**src/rtl/fifo_arb_rx.sv**
```systemverilog
// Receive-side frame demultiplexer: drains framed bytes from a host FIFO and
// steers each whole frame (header + payload) into one of two client FIFOs.

package host_fifo_pkg;
  localparam int FIFO_CNT_WIDTH     = 3;
  localparam int FIFO_PAYLOAD_WIDTH = 3;
  localparam logic [FIFO_CNT_WIDTH-1:0] CMASK = '1;

  // Payload byte count carried by a header CNT code (code 0 = header-only frame).
  function automatic logic [FIFO_PAYLOAD_WIDTH-1:0] fifo_payload(
    input logic [FIFO_CNT_WIDTH-1:0] code
  );
    return code;
  endfunction
endpackage

module fifo #(
  parameter int DEPTH_WIDTH = 3,
  parameter int DATA_WIDTH  = 8
) (
  input  logic                  clk,
  input  logic                  rst,
  input  logic                  wr_en,
  input  logic [DATA_WIDTH-1:0] wr_data,
  input  logic                  rd_en,
  output logic [DATA_WIDTH-1:0] rd_data,
  output logic                  full,
  output logic                  empty
);
  localparam int DEPTH = 2 ** DEPTH_WIDTH;

  logic [DATA_WIDTH-1:0]  mem_q [DEPTH];
  logic [DATA_WIDTH-1:0]  mem_d [DEPTH];
  logic [DEPTH_WIDTH-1:0] wr_ptr_q, wr_ptr_d, rd_ptr_q, rd_ptr_d;
  logic [DEPTH_WIDTH:0]   cnt_q, cnt_d;
  logic [DATA_WIDTH-1:0]  rd_data_q, rd_data_d;
  logic                   do_wr, do_rd;

  assign full    = cnt_q[DEPTH_WIDTH];
  assign empty   = (cnt_q == '0);
  assign do_wr   = wr_en & ~full;
  assign do_rd   = rd_en & ~empty;
  assign rd_data = rd_data_q;

  always_comb begin
    mem_d     = mem_q;
    wr_ptr_d  = wr_ptr_q;
    rd_ptr_d  = rd_ptr_q;
    cnt_d     = cnt_q;
    rd_data_d = rd_data_q;
    if (do_wr) begin
      mem_d[wr_ptr_q] = wr_data;
      wr_ptr_d        = wr_ptr_q + 1'b1;
    end
    if (do_rd) begin
      rd_data_d = mem_q[rd_ptr_q];
      rd_ptr_d  = rd_ptr_q + 1'b1;
    end
    if (do_wr && !do_rd)      cnt_d = cnt_q + 1'b1;
    else if (!do_wr && do_rd) cnt_d = cnt_q - 1'b1;
  end

  always_ff @(posedge clk) begin
    if (rst) begin
      wr_ptr_q  <= '0;
      rd_ptr_q  <= '0;
      cnt_q     <= '0;
      rd_data_q <= '0;
    end else begin
      wr_ptr_q  <= wr_ptr_d;
      rd_ptr_q  <= rd_ptr_d;
      cnt_q     <= cnt_d;
      rd_data_q <= rd_data_d;
    end
  end

  always_ff @(posedge clk) mem_q <= mem_d;
endmodule

module fifo_arb_rx
  import host_fifo_pkg::*;
#(
  parameter int                DWIDTH  = 8,
  parameter logic [DWIDTH-1:0] SELMASK = 8'h80,
  parameter logic [DWIDTH-1:0] CNTMASK = 8'h70,
  parameter int                AWIDTH  = 3
) (
  input  logic              CLK,
  input  logic              RESET,
  input  logic              fifo_rdempty,
  input  logic [DWIDTH-1:0] fifo_rddata,
  output logic              fifo_rden,
  input  logic              c1_rden,
  output logic [DWIDTH-1:0] c1_rddata,
  output logic              c1_rdempty,
  input  logic              c2_rden,
  output logic [DWIDTH-1:0] c2_rddata,
  output logic              c2_rdempty,
  output logic              busy
);
  localparam int CSHIFT = $clog2(CNTMASK) - FIFO_CNT_WIDTH;
  localparam int NCL    = 2;

  typedef enum logic [1:0] {IDLE, HDR, PAYLOAD} state_e;

  state_e                        state_q, state_d;
  logic [FIFO_PAYLOAD_WIDTH-1:0] rem_q, rem_d, hdr_n;
  logic [FIFO_CNT_WIDTH-1:0]     hdr_code;
  logic                          dest_c1_q, dest_c1_d;
  logic                          skid_vld_q, skid_vld_d;
  logic [DWIDTH-1:0]             skid_data_q, skid_data_d;
  logic                          in_flight_q;
  logic                          hdr_c1, arr_c1, dest_full, arr_full;
  logic                          wr_en, wr_c1;
  logic [DWIDTH-1:0]             wr_data;

  // Index 0 is client 1, index 1 is client 2.
  logic [NCL-1:0]             cl_wr, cl_rden, cl_full, cl_empty;
  logic [NCL-1:0][DWIDTH-1:0] cl_rddata;

  assign hdr_code  = FIFO_CNT_WIDTH'(fifo_rddata >> CSHIFT) & CMASK;
  assign hdr_n     = fifo_payload(hdr_code);
  assign hdr_c1    = ((fifo_rddata & SELMASK) == SELMASK);
  // The header byte is steered by its own decode, everything else by the latched dest.
  assign arr_c1    = (state_q == HDR) ? hdr_c1 : dest_c1_q;
  assign dest_full = dest_c1_q ? cl_full[0] : cl_full[1];
  assign arr_full  = arr_c1 ? cl_full[0] : cl_full[1];

  assign fifo_rden = ~fifo_rdempty & (state_q != HDR) & ~skid_vld_q
                   & ~(in_flight_q & dest_full);
  assign busy      = (state_q != IDLE) | in_flight_q | skid_vld_q;

  // Skid never coexists with an arriving byte: the read gate closes whenever it could fill.
  always_comb begin
    skid_vld_d  = skid_vld_q;
    skid_data_d = skid_data_q;
    wr_en       = 1'b0;
    wr_c1       = arr_c1;
    wr_data     = fifo_rddata;
    if (skid_vld_q) begin
      wr_c1   = dest_c1_q;
      wr_data = skid_data_q;
      if (!dest_full) begin
        wr_en      = 1'b1;
        skid_vld_d = 1'b0;
      end
    end else if (in_flight_q) begin
      if (!arr_full) begin
        wr_en = 1'b1;
      end else begin
        skid_vld_d  = 1'b1;
        skid_data_d = fifo_rddata;
      end
    end
  end

  assign cl_wr = wr_en ? (wr_c1 ? 2'b01 : 2'b10) : 2'b00;

  always_comb begin
    state_d   = state_q;
    rem_d     = rem_q;
    dest_c1_d = dest_c1_q;
    case (state_q)
      IDLE: if (fifo_rden) state_d = HDR;
      HDR: if (in_flight_q) begin
        dest_c1_d = hdr_c1;
        if (hdr_n == '0) begin
          state_d = IDLE;
        end else begin
          rem_d   = hdr_n;
          state_d = PAYLOAD;
        end
      end
      PAYLOAD: if (fifo_rden) begin
        rem_d = rem_q - 1'b1;
        if (rem_d == '0) state_d = IDLE;
      end
      default: state_d = IDLE;
    endcase
  end

  always_ff @(posedge CLK) begin
    if (RESET) begin
      state_q     <= IDLE;
      rem_q       <= '0;
      dest_c1_q   <= 1'b0;
      skid_vld_q  <= 1'b0;
      skid_data_q <= '0;
      in_flight_q <= 1'b0;
    end else begin
      state_q     <= state_d;
      rem_q       <= rem_d;
      dest_c1_q   <= dest_c1_d;
      skid_vld_q  <= skid_vld_d;
      skid_data_q <= skid_data_d;
      in_flight_q <= fifo_rden;
    end
  end

  assign cl_rden = {c2_rden, c1_rden};

  for (genvar g = 0; g < NCL; g++) begin : g_cl
    fifo #(.DEPTH_WIDTH(AWIDTH), .DATA_WIDTH(DWIDTH)) u_fifo (
      .clk     (CLK),
      .rst     (RESET),
      .wr_en   (cl_wr[g]),
      .wr_data (wr_data),
      .rd_en   (cl_rden[g]),
      .rd_data (cl_rddata[g]),
      .full    (cl_full[g]),
      .empty   (cl_empty[g])
    );
  end

  assign c1_rddata  = cl_rddata[0];
  assign c1_rdempty = cl_empty[0];
  assign c2_rddata  = cl_rddata[1];
  assign c2_rdempty = cl_empty[1];
endmodule

```
**config.mk**
```make
export PLATFORM = sky130hd
export DESIGN_NAME = fifo_arb_rx
export DESIGN_NICKNAME = d
export VERILOG_FILES = /design/src/rtl/fifo_arb_rx.sv
export SDC_FILE = /design/constraint.sdc
export NUM_CORES = 1
export LEC_CHECK = 0
export BUFFER_PORTS_ARGS = -buffer_cell sky130_fd_sc_hd__clkbuf_2
export CORE_MARGIN = 5
export CORE_UTILIZATION = 40
export CTS_CLUSTER_DIAMETER = 150
export CTS_CLUSTER_SIZE = 20
export DETAILED_ROUTE_END_ITERATION = 7
export GPL_ROUTABILITY_DRIVEN = 0
export REMOVE_ABC_BUFFERS = 1
export SLEW_MARGIN = 15
export SYNTH_ARGS = -nofsm -noshare
export SYNTH_HDL_FRONTEND = slang
export SYNTH_HIERARCHICAL = 1
export SYNTH_SLANG_ARGS = --single-unit
```
**constraint.sdc**
```tcl
create_clock -name CLK -period 3.95 [get_ports CLK]
set_input_delay 0 -clock CLK [delete_from_list [all_inputs] [get_ports CLK]]
set_output_delay 0 -clock CLK [all_outputs]
set_load 0.03 [all_outputs]
```
; ---- Yosys cells after proc, flatten, opt, wreduce, memory -nomap -nowiden
; Cells that the tools add are included.
[classes]
n_reduce_logical = 23
bitwise = 21
order_cmp = 6
eq_ne = 8
addsub = 9
n_mux = 41
[op_table]
columns = op, n
row1 = bitwise mux 64 bit, 2
row2 = two-way mux 8 bit, 7
row3 = binary-select mux 8 bit (select 3 bit), 2
row4 = demux 8 bit (select 3 bit), 2
row5 = "greater-or-equal comparator 4 bit, second input constant", 4
row6 = two-way mux 4 bit, 4
row7 = NOT 3 -> 4 bit, 4
row8 = two-way mux 2 bit, 7
row9 = "adder 3 x 1 -> 3 bit, second input constant", 4
row10 = two-way mux 1 bit, 12
row11 = "!= test 2 bit, second input constant", 5
row12 = two-way mux 3 bit, 3
row13 = "adder 4 x 1 -> 4 bit, second input constant", 2
row14 = bitwise AND 1 bit, 8
row15 = logical NOT 4 bit, 2
row16 = "less-than comparator 4 x 1 -> 1 bit, second input constant", 2
row17 = AND reduction 4 bit, 2
row18 = nonzero test 2 bit, 4
row19 = "subtractor 4 x 1 -> 4 bit, second input constant", 2
row20 = NOT 1 bit, 7
row21 = logical AND 1 bit, 6
row22 = logical NOT 3 bit, 2
row23 = one-hot mux 2 bit (3 select lines), 1
row24 = one-hot mux 3 bit (2 select lines), 1
row25 = 9 further kinds, 13
[totals]
word_cells = 138
out_inout_bits = 20
inputBits = 13
ff_bits = 180

; ---- Logic depth before layout (Yosys ltp)
; Gate-level depths: netlist (run 1).
[logic_depth]
ltp_word = 12
mapped_depth = 13
mapped_depth_nobuf = 12

; ---- Modules after synthesis
; The synthesis (run 1) kept the hierarchy.
[by_module_without_submodules]
columns = module, instances, area_per_inst_um2, cells_each
row1 = fifo, 2, 3229.3, 188
row2 = fifo_arb_rx, 1, 1007.2, 103

; ---- Least setup slack after synthesis (run 1)
; Ideal clock, no wire load.
[synth_path]
kind = register to register
startpoint = reg state_q[1]
endpoint = reg g_cl[0].u_fifo.cnt_q[3]
setup_ps = 121
t_required_ps = 3829
t_arrival_ps = 2729
n_path_buf = 1
path_slack_ps = 1101
stages_incl_launch_ff = 14
synth_period_minus_slack_ps = 2849
path_cell_list = dfxtp_1 -> and2b_4 -> mux2i_4 -> nand2b_1 -> a21oi_1 -> nor2b_1 -> clkbuf_1 -> ha_1 -> inv_1 -> ha_1 -> a21oi_1 -> a211oi_1 -> a31oi_1 -> mux2_2
[synth_between]
elab_chain_len = 11
[synth_lines]
columns = element, line
row1 = from (decl), 106  ; state_e state_q, state_d;
row2 = from (signal assigned), 191  ; state_q <= state_d;
row3 = == test 2 x 1 -> 1 bit (*), 125  ; assign arr_c1 = (state_q == HDR) ? hdr_c1 : dest_c1_q;
row4 = two-way mux 1 bit (*), 125
row5 = two-way mux 1 bit, 127  ; assign arr_full = arr_c1 ? cl_full[0] : cl_full[1];
row6 = two-way mux 1 bit, 148  ; if (!arr_full) begin
row7 = two-way mux 1 bit, 147  ; end else if (in_flight_q) begin
row8 = two-way mux 1 bit, 140  ; if (skid_vld_q) begin
row9 = two-way mux 2 bit (*), 157  ; assign cl_wr = wr_en ? (wr_c1 ? 2'b01 : 2'b10) : 2'b00;
row10 = net cl_wr[0], 118  ; logic [NCL-1:0] cl_wr, cl_rden, cl_full, cl_empty;
row11 = bitwise AND 1 bit (*), 41  ; assign do_wr = wr_en & ~full;
row12 = net g_cl[0].u_fifo.do_wr, 37  ; logic do_wr, do_rd;
row13 = logical NOT 1 bit, 60  ; else if (!do_wr && do_rd) cnt_d = cnt_q - 1'b1;
row14 = logical AND 1 bit, 60
row15 = nonzero test 2 bit (no source line), --
row16 = to (signal assigned), 72  ; cnt_q <= cnt_d;
row17 = to (decl), 35  ; logic [DEPTH_WIDTH:0] cnt_q, cnt_d;
; The timed path passes the listed nets; every way through them passes the cells marked *.
; A chain may end at the register's enable or synchronous reset.

; ---- Worst setup path in the final report (run 1)
[layout_path]
startpoint = reg state_q[1]
endpoint = reg g_cl[1].u_fifo.cnt_q[3]
[layout_between]
elab_chain_len = 11
[layout_lines]
columns = element, line
row1 = == test 2 x 1 -> 1 bit (*), 125
row2 = two-way mux 1 bit (*), 125
row3 = two-way mux 1 bit, 127
row4 = two-way mux 1 bit, 148
row5 = two-way mux 1 bit, 147
row6 = two-way mux 1 bit, 140
row7 = two-way mux 2 bit (*), 157
row8 = net cl_wr[1], 118
row9 = bitwise AND 1 bit (*), 41
row10 = logical NOT 1 bit, 60
row11 = logical AND 1 bit, 60
row12 = nonzero test 2 bit (no source line), --
row13 = to (signal assigned), 72
row14 = to (decl), 35
; Marks and branches as above.

==> results of run 1 <==
## placed cells by master (no fill, tap or decap), types with 11 or more instances in the layout
master     count
edfxtp_1     128
nand2_1       13
mux2i_1       14
mux2_2        11
nor2_1        55
nor3_2        17
or2b_1        15
o22ai_1       16
ha_1          12
dfxtp_1       52
clkbuf_2      32
clkbuf_16     19
mux4_2        32
## area by class of cell
type                       instances  area [µm²]  share of cell area (%)
clock buffer                      22         507                    5.96
timing repair buffer              48         303                    3.56
multi-input combinational        268        2420                    28.4
tap                              234         293                    3.45
sequential                       180        4880                    57.5
clock inverter                    10        66.3                   0.780
inverter                           7        26.3                   0.309
## worst max-delay path: stages (launching register included)
cell and delay [ps]:
dfxtp_1 350, and2b_4 320, mux2i_4 300, a21oi_1 100, nor2_1 100, nor2b_1 430, ha_1 250, inv_1 90
ha_1 330, a21oi_1 210, a211oi_1 100, a31oi_1 170, mux2_2 350
## worst paths after layout
path	to	slack (ps)	cells after the start
max	g_cl[1].u_fifo/cnt_q[3]	730	12
min	g_cl[0].u_fifo/rd_data[4]	290	4
max reg2reg	g_cl[1].u_fifo/cnt_q[3]	730	12
min reg2reg	rem_q[1]	470	2
## stage by stage
step                      setup slack (ps)  hold slack, ps  utilization (%)  std cells
final                                  733             288             45.9        769
after CTS                              719             278             45.9        769
after detailed placement               745             345             42.3        728
after floorplan                       1070            69.1                -        455
after global routing                   495             323             45.9        769
after global placement                 891             330             42.3        728
## cell families after synthesis
family	synth area share (%)
AOI/OAI and AO/OA	3.92
xor gates and xnor gates	1.41
adders and majority gates	2.55
buffers and inverters	2.20
DFF	65.4
muxes	14.0
and+or+nand+nor	10.5
## power by group through the flow
stage | sequential, mW | clock, mW | combinational (mW)
detailed placement | 2.36 | 0 | 1.42
global route | 2.35 | 1.74 | 1.54
CTS | 2.32 | 1.65 | 1.43
global placement | 2.36 | 0 | 1.39
floorplan | 2.53 | 0 | 0.875
finish | 2.32 | 1.61 | 1.40
## registers in the layout, summed over array words and instances, names as in the netlist, 2 cells and up
name and flops:
state_q 2, g_cl.u_fifo/cnt_q 8, rem_q 3, g_cl.u_fifo/mem_q 128
g_cl.u_fifo/rd_data 16, g_cl.u_fifo/wr_ptr_q 6, g_cl.u_fifo/rd_ptr_q 6, skid_data_q 8
## timing repair
| item | CTS | global route |
|---|---|---|
| hold endpoints to repair | 12 | 0 |
| gates resized for setup | 0 | 0 |
| hold buffers | 9 | 0 |
## per-layer routing
| metal | vias up | global-route usage, % | routed length (µm) |
|---|---|---|---|
| met4 | 0 | 4.75 | 126 |
| met3 | 8 | 3.45 | 666 |
| li1 | 1903 | - | - |
| met5 | - | 0 | 0 |
| met2 | 82 | 20.8 | 6470 |
| met1 | 1974 | 18.1 | 6360 |
==> results.py, run 1 <==
metrics = {
    "run_status": {
        "outcome": "finished clean",
    },
    "clock_tree": {
        "cts.root.buffer_cell": "clkbuf_16",
        "insertion_delay_ps": 430,
        "cts_tree": "built",
        "clkTransAtPathRegs_ps": 70,
        "clock_tree.buffer_depth": 2,
        "cts_made_buffers": 17,
        "cts_num_sinks": 180,
        "post_cts_buffers": 0,
        "htree_num_levels": 4,
    },
    "routing": {
        "postRouteWirelength_um": 13600,
        "route.vias.total": 3967,
        "drc_errors": 0,
        "post_drt_wl_per_cell_um": 17.7,
        "drt_first_iter_violations": 244,
        "vias_per_cell": 5.16,
        "drt.antenna.violating_nets": 0,
        "detailedRoute.firstPassIterationCount": 4,
    },
    "grt": {
        "grt_first_pass_wirelength_um": 22100,
        "grt_overflow_total": 0,
        "grt_pass1_vias": 4078,
        "grt_usage_pct": 13.3,
        "antenna_found_initial": 0,
        "pin_count_of_the_biggest_net_entering_global_routing": 44,
    },
    "pwr": {
        "leakage_nw": 2.82,
        "seq_power_share_pct": 43.5,
        "vdd.ir_drop.worst_uv": 318,
        "finalPower_mw": 5.33,
        "net-switching-power_mw": 1.64,
        "combinational_share_of_power_pct": 26.3,
        "power.clock.fraction_pct": 30.2,
        "power.internal_mw": 3.69,
        "net_switching_fraction_of_the_power_pct": 30.8,
        "power-per-cell-area_mw_per_mm2": 628,
    },
    "yosys": {
        "number_of_enable_type_register_cells_in_the_synthesized_netlist": 128,
        "ys_ff_latch": 180,
        "netlist_instances": 479,
        "synth_commonest_cells": "edfxtp_1 (128), nor2_1 (55), dfxtp_1 (52), mux4_2 (32), nor3_2 (17)",
        "synth_area_per_cell_um2": 15.6,
        "synth_top_area_share_pct": 51.5,
        "synth.yosys.warnings": 6,
        "synth_async_sr_flop_share_pct": 0,
        "count_leader_synth": "edfxtp_1",
        "netlist_top_cells_area": "edfxtp_1 (51%), dfxtp_1 (14%), mux4_2 (9.7%), nor2_1 (2.8%), nor3_2 (2.3%)",
        "top_flip_flop_cell_by_instance_count_after_synthesis": "edfxtp_1",
        "post_synth_num_cell_types": 47,
        "synthDominantAreaCellType": "edfxtp_1",
        "syn-cell-area_mm2": 0.00747,
        "synth.yosys.seq_area_share_pct": 65.4,
    },
    "placement": {
        "hpwl_um": 8950,
        "area_after_detailed_placement_mm2": 0.00783,
        "place.port_buffers": 32,
    },
    "timing": {
        "finClkSkew_ps": 16.1,
        "report.final.hold_viol_count": 0,
        "setup_total_negative_slack_ps": 0,
        "maxSlewViolCount": 0,
        "worst_slew_pin_slew_ps": 918,
        "unrepaired_setup_endpoints_after_global_routing": "no",
        "fmax_mhz": 311,
        "max-slew-margin-rel_pct": 38.7,
        "finalCriticalPeriod_ps": 3220,
        "final_clock_period_utilization_by_the_worst_path_pct": 81.4,
        "timing.final.setup_violations": 0,
    },
    "worst_setup_path": {
        "cp_arrival_ps": 3520,
        "worstPathRequired_ps": 4260,
        "reg2reg_from": "state_q[1]",
        "crit_path_start": "state_q[1]",
        "timing.setup.critical_path_class": "flop to flop",
        "worst-path-max-fanout": 6,
        "critPathLaunchType": "flop",
        "capturing_element_type_of_the_critical_path": "flop",
    },
    "finish": {
        "final_nets": 549,
        "nFillCells": 1600,
        "area.growth.synth_to_final_pct": 13.8,
        "final_area_mm2": 0.00850,
        "final_layout_size_suffix_gt1_share_pct": 25.8,
        "antennaDiodeCount": 0,
    },
    "flow_run": {
        "drv_cap": 0,
    },
    "min_path": {
        "min_path_type": "input pin to flop",
        "critical_hold_path_startpoint": "c1_rden",
    },
    "die": {
        "die_area_mm2": 0.0215,
        "design.core.area_mm2": 0.0185,
        "num_rows": 50,
        "initial_util_pct": 40.3,
        "pin_count": 33,
        "die_w_um": 147,
        "die_height_um": 147,
    },
}
No activity file was read; power rests on OpenSTA's default activity.
==> inputs of run 2 (changes only) <==
clock period = 3.14 ns   (was 3.95 ns; I/O delays follow)
==> results.py, run 2 (synthesized netlist as in run 1, its figures left out) <==
metrics = {
    "clock_tree": {
        "cts_num_sinks": 180,
        "cts.root.buffer_cell": "clkbuf_16",
        "insertion_delay_ps": 420,
        "clkTransAtPathRegs_ps": 70,
        "htree_num_levels": 4,
        "cts_made_buffers": 17,
        "cts_tree": "built",
        "clock_tree.buffer_depth": 2,
    },
    "finish": {
        "final_nets": 564,
        "area.growth.synth_to_final_pct": 15.2,
        "nFillCells": 1586,
        "commonest_cells_after_routing_fill_and_taps_aside": "edfxtp_1 (128), nor2_1 (55), dfxtp_1 (51)",
        "final_layout_size_suffix_gt1_share_pct": 28.0,
        "final_cell_count_no_fill": 784,
        "max_flop_register": "g_cl.u_fifo/mem_q",
        "layout.cells.most_common": "edfxtp_1",
        "max_reg_flops": 128,
        "antennaDiodeCount": 0,
    },
    "worst_setup_path": {
        "critical_path.endpoint": "g_cl[1].u_fifo/cnt_q[3]",
        "crit_path_start": "state_q[1]",
        "worst_r2r_path_cells": 12,
        "worst-path-max-fanout": 6,
        "capturing_element_type_of_the_critical_path": "flop",
        "timing.critical_path.cells": "and2b_4 > mux2i_4 > a21oi_1 > nor2_1 > nor2b_1 > ha_1 > inv_1 > ha_1 > a21oi_2 > a211oi_1 > a31oi_1 > mux2_2",
        "cp_arrival_ps": 3240,
        "crit_path_max_incr_delay_ps": 360,
        "reg2reg_from": "state_q[1]",
        "critical_path.reg2reg.endpoint": "g_cl[1].u_fifo/cnt_q[3]",
        "crit_slowest_cell": "mux2_2",
        "timing.critical_path.mode_cell": "ha_1",
        "worstPathRequired_ps": 3450,
        "timing.setup.critical_path_class": "flop to flop",
        "critPathLaunchType": "flop",
        "r2r_setup_slack_ps": 210,
    },
    "pwr": {
        "net_switching_fraction_of_the_power_pct": 30.7,
        "power.clock.fraction_pct": 29.8,
        "power-per-cell-area_mw_per_mm2": 782,
        "vdd.ir_drop.worst_uv": 416,
        "net-switching-power_mw": 2.07,
        "combinational_share_of_power_pct": 26.8,
        "seq_power_share_pct": 43.4,
        "leakage_nw": 2.90,
        "power.internal_mw": 4.66,
    },
    "timing": {
        "final_clock_period_utilization_by_the_worst_path_pct": 93.2,
        "max-slew-margin-rel_pct": 34.0,
        "timing.final.setup_violations": 0,
        "worst_slew_pin_slew_ps": 989,
        "maxSlewViolCount": 0,
        "report.final.hold_viol_count": 0,
        "fmax_mhz": 342,
        "finalCriticalPeriod_ps": 2930,
        "setup_total_negative_slack_ps": 0,
        "finClkSkew_ps": 8.62,
        "unrepaired_setup_endpoints_after_global_routing": "no",
    },
    "die": {
        "design.core.area_mm2": 0.0185,
        "num_rows": 50,
        "die_height_um": 147,
        "pin_count": 33,
        "initial_util_pct": 40.3,
        "die_area_mm2": 0.0215,
        "die_w_um": 147,
    },
    "routing": {
        "vias_per_cell": 5.19,
        "postRouteWirelength_um": 13800,
        "drt_first_iter_violations": 237,
        "drt.antenna.violating_nets": 0,
        "drc_errors": 0,
        "route.vias.total": 4066,
        "detailedRoute.firstPassIterationCount": 5,
        "post_drt_wl_per_cell_um": 17.5,
    },
    "grt": {
        "grt_first_pass_wirelength_um": 22000,
        "pin_count_of_the_biggest_net_entering_global_routing": 47,
        "grt_util_met3_pct": 2.61,
        "gr-usage-met1_pct": 17.7,
        "grt_pass1_vias": 4089,
        "met2_usage_pct": 21.8,
        "grt_usage_pct": 13.3,
        "grt_overflow_total": 0,
        "antenna_found_initial": 0,
        "gr-max-usage-layer": "met2",
    },
    "placement": {
        "place.port_buffers": 32,
        "placedCellCount": 743,
        "hpwl_um": 9130,
    },
    "min_path": {
        "min_path_type": "input pin to flop",
    },
    "run_status": {
        "outcome": "finished clean",
    },
    "flow_run": {
        "drv_cap": 0,
    },
}
==> run 2: cell count changes in the layout (fill, tap and decap cells not counted), sizes merged <==
cell,delta
inv,+2
bufinv,+1
clkinv,-2
buf,+15
clkinvlp,-1
==> run 2: power groups by stage <==
stage	combinational, mW	clock [mW]	sequential (mW)
after floorplan	1.10	0	3.18
after global placement	1.78	0	2.96
after detailed placement	1.82	0	2.97
after CTS	1.83	2.06	2.92
after global routing	1.98	2.17	2.95
final	1.80	2.01	2.92
==> run 2: how the worst min path moves through the flow <==
| stage | from | end | slack, ps | cells after the start |
|---|---|---|---|---|
| CTS | c1_rden | g_cl[0].u_fifo/rd_data[5] | 190 | 5 |
| global route | c2_rden | g_cl[1].u_fifo/rd_data[5] | 230 | 5 |
| global placement | fifo_rddata[7] | dest_c1_q | 330 | 3 |
| floorplan | RESET | dest_c1_q | 70 | 1 |
| detailed placement | fifo_rddata[7] | dest_c1_q | 340 | 3 |
| finish | c1_rden | g_cl[0].u_fifo/rd_data[1] | 200 | 5 |
==> run 2: per-stage QoR <==
step	power [mW]	area, µm²	setup slack, ps	hold slack [ps]	util, %
2_1_floorplan	4.28	7330	262	69.1	-
3_3_place_gp	4.74	7950	365	333	42.9
3_5_place_dp	4.79	7950	178	339	42.9
4_1_cts	6.81	8590	141	191	46.4
5_1_grt	7.10	8600	7.37	232	46.4
6_report	6.73	8600	214	198	46.4
==> run 2: worst max-delay path: cells and delay by family, from the launching register on <==
family          cells  cell delay (ps)
mux                 2              660
simple gates        3              600
buf+inv             1               90
fa+ha+maj           2              530
flops               1              350
compound gates      4              580
==> run 2: final cells by class <==
type                       count  area, µm²  share of cell area (%)
sequential                   180       4890                    56.8
clock inverter                10       93.8                    1.09
clock buffer                  22        464                    5.40
multi-input combinational    268       2420                    28.2
inverter                       7       26.3                   0.306
tap                          234        293                    3.40
timing repair buffer          63        415                    4.83
==> run 2: metal layers <==
layer	up-vias	routed length, µm	share of wire (%)
met5	-	0	0
met4	0	168	1.2
met3	17	509	3.7
met2	91	6750	49
met1	2026	6330	46
li1	1932	-	-
==> run 2: timing repair <==
| item | in CTS | in global routing |
|---|---|---|
| hold buffers | 9 | 0 |
| hold endpoints to repair | 12 | 0 |
| endpoints found under the setup margin | 0 | 1 |
| buffers inserted | 0 | 0 |
| resized for setup | 0 | 2 |
